[config.mk]
export PLATFORM = sky130hd
export DESIGN_NAME = ifetch_ctrl_32
export DESIGN_NICKNAME = d
export VERILOG_FILES = /design/src/rtl/ifetch_ctrl_32.sv
export SDC_FILE = /design/constraint.sdc
export NUM_CORES = 1
export LEC_CHECK = 0
export CAP_MARGIN = 20
export CORE_AREA = 4 4 129 131
export DETAILED_ROUTE_END_ITERATION = 7
export DIE_AREA = 0 0 133 135
export PLACE_DENSITY_LB_ADDON = 0.2
export SYNTH_ARGS = -nofsm -noshare
export SYNTH_HDL_FRONTEND = slang
export SYNTH_SLANG_ARGS = --single-unit
[constraint.sdc]
create_clock -name clk -period 5.8 [get_ports clk]
set_clock_uncertainty 0.1 [all_clocks]
set_input_delay 1.16 -clock clk [delete_from_list [all_inputs] [get_ports clk]]
set_output_delay 1.16 -clock clk [all_outputs]
set_load 0.005 [all_outputs]
[src/rtl/ifetch_ctrl_32.sv]
// rtl/ifetch_ctrl_32.sv - instruction-fetch sequencer: PC -> imem req/ack -> decode, computes next PC
module ifetch_ctrl_32 #(
  parameter int unsigned TIMEOUT  = 16,
  parameter logic [31:0] RESET_PC = 32'h00400020
) (
  input  logic        clk,
  input  logic        reset,
  input  logic [31:0] pc_in,
  output logic [31:0] next_pc,
  output logic        imem_req,
  output logic [31:0] imem_addr,
  input  logic        imem_ack,
  input  logic [31:0] imem_rdata,
  output logic [31:0] instr,
  output logic        instr_valid,
  input  logic        stall_in,
  input  logic        branch_taken,
  input  logic [15:0] branch_off,
  input  logic        jump,
  input  logic [25:0] jump_tgt,
  input  logic        jr,
  input  logic [31:0] jr_addr,
  output logic        fetch_err,
  output logic [31:0] fetch_count
);

  typedef enum logic [1:0] {IDLE, FETCH, ISSUE, ERR} state_e;

  localparam logic [7:0] WAIT_LAST = 8'(TIMEOUT - 1);

  state_e      state_q, state_d;
  logic [7:0]  wait_q, wait_d;
  logic [31:0] instr_q, instr_d;
  logic        valid_q, valid_d;
  logic [31:0] count_q, count_d;

  logic        aligned;
  logic [31:0] p4;
  logic [31:0] redirect_pc;

  // The boot address lives in the PC register; it is carried here for documentation only.
  logic unused_reset_pc;
  assign unused_reset_pc = ^RESET_PC;

  assign aligned   = (pc_in[1:0] == 2'b00);
  assign p4        = pc_in + 32'd4;
  assign imem_addr = pc_in;

  always_comb begin
    if (jr)
      redirect_pc = jr_addr;
    else if (jump)
      redirect_pc = {p4[31:28], jump_tgt, 2'b00};
    else if (branch_taken)
      redirect_pc = p4 + {{14{branch_off[15]}}, branch_off, 2'b00};
    else
      redirect_pc = p4;
  end

  // The PC register has no enable, so next_pc echoes pc_in except on the issuing cycle.
  always_comb begin
    state_d  = state_q;
    wait_d   = wait_q;
    instr_d  = instr_q;
    valid_d  = valid_q;
    count_d  = count_q;
    imem_req = 1'b0;
    next_pc  = pc_in;
    case (state_q)
      IDLE: state_d = FETCH;
      FETCH: begin
        if (!aligned) begin
          state_d = ERR;
        end else begin
          imem_req = 1'b1;
          if (imem_ack) begin
            instr_d = imem_rdata;
            valid_d = 1'b1;
            wait_d  = 8'd0;
            state_d = ISSUE;
          end else if (wait_q == WAIT_LAST) begin
            state_d = ERR;
          end else begin
            wait_d = wait_q + 8'd1;
          end
        end
      end
      ISSUE: begin
        if (!stall_in) begin
          next_pc = redirect_pc;
          count_d = count_q + 32'd1;
          valid_d = 1'b0;
          state_d = FETCH;
        end
      end
      ERR: valid_d = 1'b0;
      default: state_d = IDLE;
    endcase
  end

  always_ff @(posedge clk or negedge reset) begin
    if (!reset) begin
      state_q <= IDLE;
      wait_q  <= 8'd0;
      instr_q <= 32'd0;
      valid_q <= 1'b0;
      count_q <= 32'd0;
    end else begin
      state_q <= state_d;
      wait_q  <= wait_d;
      instr_q <= instr_d;
      valid_q <= valid_d;
      count_q <= count_d;
    end
  end

  assign instr       = instr_q;
  assign instr_valid = valid_q;
  assign fetch_count = count_q;
  assign fetch_err   = (state_q == ERR);

endmodule

==> impl_metrics.ini <==
[run_status]
outcome = finished, violations left
violations_in_the_final_reports = negative setup slack

[setup_path]
critical_path.startpoint_type = input port
arrival_ns = 4.63
worst_setup_path_end_kind = output port
reg2reg_slack_ns = 3.03
crit_path_max_fanout = 6
setup.worst_path.class = input port to output port
worst_ep_required_time_ns = 4.54
path_depth_of_the_worst_reg2reg_path = 8
ff_to_ff_start = state_q[0]
r2r-end = fetch_count[29]

[die]
die_outline_area_sq_mm = 0.01796
initial_core_util_pct = 42.76
chipHeight_um = 135
core_area_sq_mm = 0.01560
x_dimension_of_the_die_um = 133
num_rows = 46
ios = 276

[yosys]
yosys-top-cells-area = dfrtp_1, nand2_1, xnor2_1, ha_1, a21oi_1
ys.flop_type = dfrtp_1
ys_seq_area_share_pct = 28.14
synth_cell_types = 68
ys_async_sr_fraction_pct = 100.0
synth_seq_cells = 75
syn_area_sq_mm = 0.006669
synth-edff-count = 0
synthCells = 870
syn-mean-instance-area_sq_um = 7.665
synth.top_cell.area_share_pct = 28.14
synthesized_netlist_net_count = 1055
synth_largest_area_cell = dfrtp_1
yosysWarnings = 0

[timing]
fin_hold_ws_ns = 0.3688
final_setup_violations = 1
achievable-frequency_ghz = 0.1697
hold_viol_final = 0
period_share_pct = 101.6
slew-limit-headroom_pct = 50.15
worst-slew-pin-transition_ns = 0.7478
unrepaired_setup_endpoints_after_global_routing = true
setup_slack_ns = -0.09158
finalWorstPathRequiredPeriod_ns = 5.892
maxSlewViolCount = 0

[pwr]
worst_ir_drop_vdd_mv = 0.2073
cellPowerDensity_mw_per_mm2 = 151.2
static-leakage-power_nw = 5.434
design_power_total_mw = 1.766

[finish]
antennaDiodeCount = 0
mostFrequentLayoutCells = clkdlybuf4s50_1, buf_4, nand2_1, dfrtp_1, nor2_1
area_growth_syn_to_layout_pct = 75.08
final_nets = 1467
leading_cell_type_in_the_layout_fill_and_taps_excluded = clkdlybuf4s50_1
post_route_cells_drive_above_1_share_pct = 25.72

[clock_network]
cts-buffers-inserted = 9
path_clk_slew_ns = 0.05
clk_latency_ns = 0.33
cts-root-buf = clkbuf_16
numClockSinks = 75
cts-htree-levels = 3
postCtsHoldBufs = 0
cts_tree = built
cts_buffer_depth = 2

[place]
finalWeightedCongestion = 0.9782
port_buf_inserts = 275
dp_hpwl_um = 20090

[global_routing]
first_global_vias = 8078
grt.overflow.total = 0
grt_use_total_pct = 28.08
grt_start_max_net_pins = 43
grt_antenna_before_repair = 0
grt_pass1_wl_um = 40890

[routing]
drt_drc_violations_left = 0
first_iter_violations = 455
route.vias.total = 8198
vias_per_cell = 5.454
route.final.wire_length_um = 27130
drt-wirelength-per-cell_um = 18.05
ant_nets = 0
dr.pass1.iters = 6

[min_path]
worst_hold_path_type = flop to flop
holdCritStartpoint = instr[9]
worst_hold_path.endpoint = instr[9]
hold_depth = 2

[flow_run]
maxCapViolCount = 0
[what timing repair did]
item | CTS | global route
setup buffers | 29 | 13
endpoints found under the hold margin | 0 | 0
pin swaps | 54 | 44
endpoints found under the setup margin | 22 | 19
gates cloned | 0 | 0
gates resized for setup | 129 | 80
[layout make-up]
cell class / instances / area [sq um]
multi-input cells: 714 / 4976
repair buffers: 466 / 4223
fillers: 1115 / 3921
flip-flops and latches: 75 / 1877
well taps: 216 / 270.3
clock buffers: 10 / 229.0
inverters: 16 / 60.06
clock inverters: 6 / 41.29
[flip-flops by register name, summed over array words and instances (netlist names)]
signal / flops
instr: 32
fetch_count: 32
instr_valid: 1
state_q: 2
wait_q: 8
[through the flow]
stage	instance area [sq um]	util (%)	TNS (ns)	setup slack (ns)	std cells
2_1_floorplan	6669	-	0	0.4394	870
3_5_place_dp	10430	66.86	-15.83	-1.011	1443
3_3_place_gp	10430	66.86	-13.96	-0.9237	1443
4_1_cts	11290	72.40	0	0.01306	1488
6_report	11680	74.86	-0.09158	-0.09158	1503
5_1_grt	11680	74.86	-0.6490	-0.1833	1503
[synthesized netlist by cell type (5+ instances only)]
cell type and n:
xnor2_1 56, buf_2 5, inv_1 15, and3_1 31, o21ai_1 8, and2_1 9, nand2_1 173, ha_1 39
nor3_1 11, o21bai_1 5, a211oi_1 13, a21oi_1 60, a31oi_1 9, xor2_1 27, a21o_1 16, o211ai_1 6
and4_1 7, nand4_1 9, mux2i_1 10, dfrtp_1 75, clkbuf_1 24, nand3_1 32, o21ai_0 52, buf_4 33
nor2_1 76
[worst max path at each step]
stage                          from     endpoint  slack, ns  depth (start not counted)
after floorplan            pc_in[9]  next_pc[31]       0.44                         16
after global placement     pc_in[4]  next_pc[31]      -0.92                         18
after detailed placement   pc_in[4]  next_pc[23]      -1.01                         17
after CTS                 pc_in[18]  next_pc[31]       0.01                         17
after global routing       pc_in[4]  next_pc[31]      -0.18                         21
final                      pc_in[4]  next_pc[31]      -0.09                         21
[cells by family (layout without fill, tap and decap cells)]
family | Yosys count | after routing | synth area share, %
multiplexers | 11 | 11 | 1.726
AND/OR/NAND/NOR | 371 | 371 | 25.38
flip-flops | 75 | 75 | 28.14
AO/OA/AOI/OAI | 209 | 209 | 19.72
buffers and inverters | 81 | 498 | 6.510
adder cells (fa/ha/maj) | 40 | 40 | 7.617
XOR/XNOR | 83 | 83 | 10.90
[power breakdown]
group	leakage, nW	internal (mW)	total, mW	switching, mW
combinational	4.29	0.393	0.720	0.327
clock	0.137	0.290	0.498	0.209
sequential	1.01	0.539	0.547	0.00802
[layer usage]
metal | part of all wire [%] | wire (um) | up-vias | global-route usage, %
met3 | 7.8 | 2104 | 80 | 6.222
met4 | 3.9 | 1050 | 0 | 13.28
met2 | 49 | 13360 | 414 | 48.22
li1 | - | - | 3851 | -
met1 | 39 | 10620 | 3853 | 33.48
met5 | 0 | 0 | - | 0
[worst max-delay path, cell delays in order]
cell and delay, ns:
buf_8 0.09, and4_4 0.24, and2_4 0.14, and3_4 0.23, buf_6 0.11, and2_4 0.17, nand3_4 0.09, xnor2_2 0.16
ha_2 0.21, a21oi_2 0.20, nand2_1 0.10, a211oi_2 0.28, o211ai_4 0.13, buf_6 0.14, buf_6 0.11, a31oi_4 0.20
nor3b_4 0.08, nand3b_1 0.17, a22oi_2 0.17, mux2_4 0.32, buf_6 0.12
(Power assumes the default switching activity.)
